$ cat config.mk
export PLATFORM = sky130hd
export DESIGN_NAME = cpu_mem_arbiter
export DESIGN_NICKNAME = d
export VERILOG_FILES = /design/src/rtl/cpu_mem_arbiter.sv
export SDC_FILE = /design/constraint.sdc
export NUM_CORES = 1
export LEC_CHECK = 0
export CORE_MARGIN = 2
export CORE_UTILIZATION = 25
export CTS_CLUSTER_SIZE = 40
export DETAILED_ROUTE_END_ITERATION = 10
export HOLD_SLACK_MARGIN = 0.06
export PLACE_DENSITY = 0.51
export SETUP_SLACK_MARGIN = 0.02
export SLEW_MARGIN = 25
export SYNTH_ARGS = -nofsm -noshare
export SYNTH_HDL_FRONTEND = slang
export SYNTH_SLANG_ARGS = --single-unit
$ cat constraint.sdc
create_clock -name clk -period 6.9 [get_ports clk]
set_input_delay 2.07 -clock clk [delete_from_list [all_inputs] [get_ports clk]]
set_output_delay 2.07 -clock clk [all_outputs]
set_load 0.01 [all_outputs]
$ cat src/rtl/cpu_mem_arbiter.sv
// Shared SRAM port arbiter: instruction fetch (read-only) vs data stage (read/write).
// Data has fixed priority; a starvation counter forces a fetch grant after STARVE_LIMIT data wins.
module cpu_mem_arbiter #(
  parameter int ADDR_W       = 32,
  parameter int DATA_W       = 32,
  parameter int WAIT_CYCLES  = 2,
  parameter int STARVE_LIMIT = 4
) (
  input  logic                clk,
  input  logic                rst,
  // fetch port
  input  logic                if_req,
  input  logic [ADDR_W-1:0]   if_addr,
  output logic                if_ack,
  output logic [DATA_W-1:0]   if_rdata,
  // data port
  input  logic                d_req,
  input  logic                d_we,
  input  logic [DATA_W/8-1:0] d_be,
  input  logic [ADDR_W-1:0]   d_addr,
  input  logic [DATA_W-1:0]   d_wdata,
  output logic                d_ack,
  output logic [DATA_W-1:0]   d_rdata,
  // SRAM pins
  output logic                mem_ce,
  output logic                mem_we,
  output logic [DATA_W/8-1:0] mem_be,
  output logic [ADDR_W-1:0]   mem_addr,
  output logic [DATA_W-1:0]   mem_wdata,
  input  logic [DATA_W-1:0]   mem_rdata,
  // status
  output logic                busy,
  output logic                grant_id,
  output logic [1:0]          dbg_state
);

  localparam int BE_W   = DATA_W / 8;
  localparam int WCNT_W = (WAIT_CYCLES > 0) ? $clog2(WAIT_CYCLES + 1) : 1;
  localparam int SCNT_W = $clog2(STARVE_LIMIT + 1);
  localparam logic [WCNT_W-1:0] WAIT_LOAD  = WCNT_W'(WAIT_CYCLES);
  localparam logic [SCNT_W-1:0] STARVE_MAX = SCNT_W'(STARVE_LIMIT);

  typedef enum logic [1:0] {
    S_IDLE   = 2'd0,
    S_ACCESS = 2'd1,
    S_RESP   = 2'd2
  } state_t;

  state_t              r_state;
  logic [WCNT_W-1:0]   r_wait_cnt;
  logic [SCNT_W-1:0]   r_starve_cnt;
  logic                r_grant_id;
  logic                r_if_ack;
  logic                r_d_ack;
  logic [DATA_W-1:0]   r_if_rdata;
  logic [DATA_W-1:0]   r_d_rdata;
  logic                r_mem_ce;
  logic                r_mem_we;
  logic [BE_W-1:0]     r_mem_be;
  logic [ADDR_W-1:0]   r_mem_addr;
  logic [DATA_W-1:0]   r_mem_wdata;

  logic                w_force_if;
  logic                w_grant_d;
  logic                w_grant_if;
  logic [SCNT_W-1:0]   w_starve_next;

  // Handshake: a requester raises req with stable addr/data and holds them until its
  // one-cycle ack; inputs are sampled only in IDLE, so a req still high after the ack
  // is taken as a new request, and a req dropped mid-access still completes and acks.

  always_comb begin
    w_force_if    = if_req && (r_starve_cnt == STARVE_MAX);
    w_grant_d     = d_req && !w_force_if;
    w_grant_if    = if_req && !w_grant_d;
    w_starve_next = '0;
    // Only a data win over a waiting fetch counts toward starvation.
    if (w_grant_d && if_req) begin
      if (r_starve_cnt == STARVE_MAX) w_starve_next = STARVE_MAX;
      else                            w_starve_next = r_starve_cnt + SCNT_W'(1);
    end
  end

  always_ff @(posedge clk or posedge rst) begin
    if (rst) begin
      r_state      <= S_IDLE;
      r_wait_cnt   <= '0;
      r_starve_cnt <= '0;
      r_grant_id   <= 1'b0;
      r_if_ack     <= 1'b0;
      r_d_ack      <= 1'b0;
      r_if_rdata   <= '0;
      r_d_rdata    <= '0;
      r_mem_ce     <= 1'b0;
      r_mem_we     <= 1'b0;
      r_mem_be     <= '0;
      r_mem_addr   <= '0;
      r_mem_wdata  <= '0;
    end else begin
      case (r_state)
        S_IDLE: begin
          r_if_ack <= 1'b0;
          r_d_ack  <= 1'b0;
          if (w_grant_d) begin
            r_grant_id  <= 1'b1;
            r_mem_we    <= d_we;
            r_mem_be    <= d_be;
            r_mem_addr  <= d_addr;
            r_mem_wdata <= d_wdata;
          end else if (w_grant_if) begin
            r_grant_id  <= 1'b0;
            r_mem_we    <= 1'b0;
            r_mem_be    <= '1;
            r_mem_addr  <= if_addr;
            r_mem_wdata <= '0;
          end
          if (w_grant_d || w_grant_if) begin
            r_mem_ce     <= 1'b1;
            r_wait_cnt   <= WAIT_LOAD;
            r_starve_cnt <= w_starve_next;
            r_state      <= S_ACCESS;
          end
        end

        S_ACCESS: begin
          if (r_wait_cnt == '0) begin
            // Last access cycle: SRAM read data is valid now.
            if (!r_mem_we) begin
              if (r_grant_id) r_d_rdata  <= mem_rdata;
              else            r_if_rdata <= mem_rdata;
            end
            if (r_grant_id) r_d_ack  <= 1'b1;
            else            r_if_ack <= 1'b1;
            r_mem_ce <= 1'b0;
            r_mem_we <= 1'b0;
            r_state  <= S_RESP;
          end else begin
            r_wait_cnt <= r_wait_cnt - WCNT_W'(1);
          end
        end

        S_RESP: begin
          r_if_ack <= 1'b0;
          r_d_ack  <= 1'b0;
          r_state  <= S_IDLE;
        end

        default: begin
          r_mem_ce <= 1'b0;
          r_mem_we <= 1'b0;
          r_state  <= S_IDLE;
        end
      endcase
    end
  end

  assign if_ack    = r_if_ack;
  assign if_rdata  = r_if_rdata;
  assign d_ack     = r_d_ack;
  assign d_rdata   = r_d_rdata;
  assign mem_ce    = r_mem_ce;
  assign mem_we    = r_mem_we;
  assign mem_be    = r_mem_be;
  assign mem_addr  = r_mem_addr;
  assign mem_wdata = r_mem_wdata;
  assign busy      = (r_state != S_IDLE);
  assign grant_id  = r_grant_id;
  assign dbg_state = r_state;

endmodule

# Word-level counts from Yosys, hierarchy flattened
# Cells that the tools add are included.
# classes
n_addsub	2
eq_ne	9
muxes	27
bitwise	3
n_reduce_logical	24
# op_table
cell	n
two-way mux 32 bit	4
AND reduction 3 bit	5
!= test 2 bit (second input constant)	5
two-way mux 1 bit	9
two-way mux 2 bit	4
two-way mux 4 bit	2
one-hot mux 2 bit (2 select lines)	2
AND reduction 4 bit	2
nonzero test 2 bit	4
two-way mux 3 bit	2
one-hot mux 1 bit (3 select lines)	2
AND reduction 2 bit	3
logical AND 1 bit	4
zero test 2 bit	2
one-hot mux 1 bit (2 select lines)	2
adder 3 x 1 -> 3 bit (second input constant)	1
equality test 3 bit (second input constant)	1
!= test 3 bit (second input constant)	1
NOT 1 bit	3
equality test 2 x 1 -> 1 bit (second input constant)	1
equality test 2 bit (second input constant)	1
zero test 1 bit	2
OR reduction 2 bit	1
subtractor 2 x 1 -> 2 bit (second input constant)	1
logical OR 1 bit	1
# totals
regBits	144
word_cells	78

# Longest topological paths before layout
# depth
ltp_word	9
mapped_depth	7
depth_no_buf	5

# Least setup slack after synthesis
# Ideal clock, no wire load.
# synth_timing
path_kind	in2reg
from	in d_req
to	reg r_mem_addr[10], in the netlist mem_addr[10]
arrival_ps	3031
t_required_ps	6762
path_slack_ps	3731
stages	6
path_buffers	3
cell_sequence	buf_2 -> or2_2 -> buf_2 -> buf_1 -> nand3_1 -> o211ai_1
# synth_between
elab_chain_len	5
# synth_lines
item	line	source
start: declaration	17	input logic d_req,
logical AND 1 bit *	74	w_grant_d = d_req && !w_force_if;
zero test 1 bit	75	w_grant_if = if_req && !w_grant_d;
logical AND 1 bit	75	
nonzero test 2 bit (no line)	n/a	
AND reduction 2 bit (no line)	n/a	
end signal: assignment	108	r_mem_addr <= d_addr;
end signal: assignment	114	r_mem_addr <= if_addr;
end: declaration	60	logic [ADDR_W-1:0] r_mem_addr;
# Mark *: on every way between the ends. The rest lies on a longest branch, timed or not.
# A chain may end at the register's enable or synchronous reset.

# Final worst setup path
# layout_timing
from	in d_req
to	reg r_starve_cnt[0]
# layout_between
elab_chain_len	5
# layout_lines
item	line	source
logical AND 1 bit *	74	
zero test 1 bit	75	
logical AND 1 bit	75	
logical OR 1 bit	117	if (w_grant_d || w_grant_if) begin
AND reduction 2 bit (no line)	n/a	
end signal: assignment	120	r_starve_cnt <= w_starve_next;
end: declaration	51	logic [SCNT_W-1:0] r_starve_cnt;
# Marked as above.

==> impl_results.md <==
- Fin. max-slew vios: 0
- Fraction of registers with async set/reset: 100%
- Unrepaired setup endpoints after global routing: no
- Routed Antenna Nets: 0
- Via count: 5251
- Count of different cell masters after synthesis: 34
- Overall Global Routing Usage: 15.6%
- Initial antenna violation count: 0
- Register area: 3600 µm²
- Area Growth Syn to Fin: 60.0%
- Max H-tree Level: 4
- Routed length per instance: 18.1 µm
- Sequential power share: 33.5%
- Status: complete, no violations
- CTS tree: done
- Sequential area share after synthesis: 59.1%
- Crit path launch: d_req
- Total power: 4380 µW
- Syn Inst Count: 501
- Multi-input logic area: 2250 µm²
- Fin crit share: 64.5%
- Fin Setup TNS: 0 ns
- Initial DRC count: 238
- Relative slew slack: 30.5%
- Area of the mapped netlist: 6100 µm²
- Nets: 897
- Switching share of power: 33.0%
- GR Overflow Total: 0
- Post-CTS Resized: 0
- Post-CTS Hold Buffers: 0
- Placed cell count: 1062
- Die X: 160 µm
- Drt first pass iters: 5
- Top cells by count, synth: 144 x dfrtp_1, 65 x nand3_1, 63 x mux2_2
- I/O Pins: 277
- Root Buffer: clkbuf_16
- Row cnt: 57
- Drt via density: 4.80
- Worst Reg-to-Reg Cells: 4
- R2R Setup Slk: 4.16 ns
- Net Sw Power: 1440 µW
- CP arrival: 4.75 ns
- Non-filler instance count after layout: 1093
- Inserted Clock Buffers: 17
- Yosys top cell by area: dfrtp_1
- Synth Register Bits: 144
- Setup-failing EPs final: 0
- Max VDD drop: 0.218 mV
- Initial Util: 25.3%
- Total wire length: 19700 µm
- Worst-margin pin slew: 1.04 ns
- Core ar.: 24100 µm²
- FMAX: 225 MHz
- Top cell type's share of synthesized area: 59.1%
- Avg Inst Size Synth: 12.2 µm²
- Antenna Cells: 0
- DIE HEIGHT: 160 µm
- Most frequent cell after synthesis: dfrtp_1
- Final GP Congestion: 0.793
- Fillers: 2347
- Worst Skew: 0.0153 ns
- CTS sink cnt: 144
- Largest net degree at the start of global routing: 103
- Dpl hpwl: 13700 µm
- Layout cells sized above 1: 14.7%
- Final instance area: 9760 µm²
- Die area: 25700 µm²
- Data required, critical path: 7.20 ns
- Pwr Density: 448 nW/µm²
- Setup repair bufs after CTS: 0
- First-pass GRT wire length: 31600 µm
- Final hold vios: 0
- Worst-path clk slew: 0.06 ns
- Syn_nets: 641
- Max cap viols: 0
- Critical path class: in -> reg
- Vias in the first global route: 5519
- CP Max Fanout: 65
- Port Buffer Count: 276
- Post-synth EDFFs: 0
- Finished Core Util: 40.5%
- Startpoint Class: input pin
- CTS max path bufs: 2
- Clock network power share: 22.6%
- R2R Path End: r_starve_cnt[0]$_DFFE_PP0P_
- Primary FF master, synth: dfrtp_1
- Synth area leaders: dfrtp_1 59%, mux2_2 12%, nand3_1 5.3%
- Cell Int Power: 2930 µW
- Hold crit path type: reg -> reg
- Skew-Pair Late Insertion Delay: 0.42 ns
- R2R Path Start: dbg_state[0]$_DFFE_PP0P_
- Area after DPL: 9130 µm²
- Residual DRC: 0
- Crit. End Element: flop
- Crit path to: r_starve_cnt[0]$_DFFE_PP0P_
- Leak Pwr: 0.00382 µW
- Min Tclk post-route: 4.45 ns
- Combinational share of power: 43.9%
- Yosys warning count: 0
[final cells by class]
cell class | count | share of cell area (%)
flip-flops and latches | 144 | 36.9
repair buffers | 285 | 29.0
multi-input cells | 301 | 23.1
clock buffers | 17 | 4.36
well taps | 324 | 4.15
clock inverters | 14 | 2.09
inverters | 8 | 0.385
[placed cells by master (no fill, tap or decap), types with 6 or more instances in the layout]
cell type and instances:
clkdlybuf4s50_1 276, dfrtp_1 144, nand3_1 65, mux2_2 63
o21ai_0 37, nand4_1 33, o2bb2ai_1 32, o211ai_1 32
clkbuf_16 17, buf_4 9, inv_1 6
[worst min-delay path by stage]
stage                     slack (ns)  depth (start not counted)                 startpoint                   endpoint
after global placement          0.46                          1  r_wait_cnt[0]$_DFFE_PP0P_  r_wait_cnt[0]$_DFFE_PP0P_
after detailed placement        0.47                          2         mem_ce$_DFFE_PP0P_         mem_ce$_DFFE_PP0P_
after global routing            0.49                          1  r_wait_cnt[0]$_DFFE_PP0P_  r_wait_cnt[0]$_DFFE_PP0P_
final                           0.48                          1  r_wait_cnt[0]$_DFFE_PP0P_  r_wait_cnt[0]$_DFFE_PP0P_
after CTS                       0.48                          1  r_wait_cnt[0]$_DFFE_PP0P_  r_wait_cnt[0]$_DFFE_PP0P_
after floorplan                 0.45                          1  r_wait_cnt[0]$_DFFE_PP0P_  r_wait_cnt[0]$_DFFE_PP0P_
[kinds of logic after synthesis]
group                    Yosys count  synth area share, %
adder cells (fa/ha/maj)            3                0.615
buffers and inverters             56                 4.08
flip-flops                       144                 59.1
AND/OR/NAND/NOR                  120                 11.1
AO/OA/AOI/OAI                    112                 13.0
multiplexers                      66                 12.2
[metal layers]
layer / global-route usage, % / part of all wire [%]
met1: 19.7 / 42
met2: 25.3 / 49
met3: 4.99 / 7.4
met4: 5.12 / 1.7
met5: 0 / 0
[per-stage QoR]
stage	hold slack [ns]	setup WS, ns
floorplan	0.451	0.964
global placement	0.462	1.66
finish	0.476	2.45
global route	0.494	2.25
detailed placement	0.475	2.00
CTS	0.482	2.46
[power groups by stage]
stage          Clock, µW  Sequential (µW)  Combinational (µW)
4_1_cts             1020             1480                1950
3_5_place_dp           0             1480                1940
6_report             989             1470                1920
5_1_grt             1060             1520                2070
2_1_floorplan          0             1620                 728
3_3_place_gp           0             1480                1910
[worst max-delay path, stage by stage]
cell,delay [ns]
clkdlybuf4s50_1,0.46
buf_4,0.37
or2_2,0.19
buf_4,0.56
nand2_2,0.60
mux2_2,0.49
[sequential cells by signal (all words and copies together), names as in the netlist, 2 cells and up]
signal and cells:
d_rdata 32, dbg_state 2, if_rdata 32, mem_addr 32, mem_be 4, mem_wdata 32
r_starve_cnt 3, r_wait_cnt 2
(Power assumes the default switching activity.)
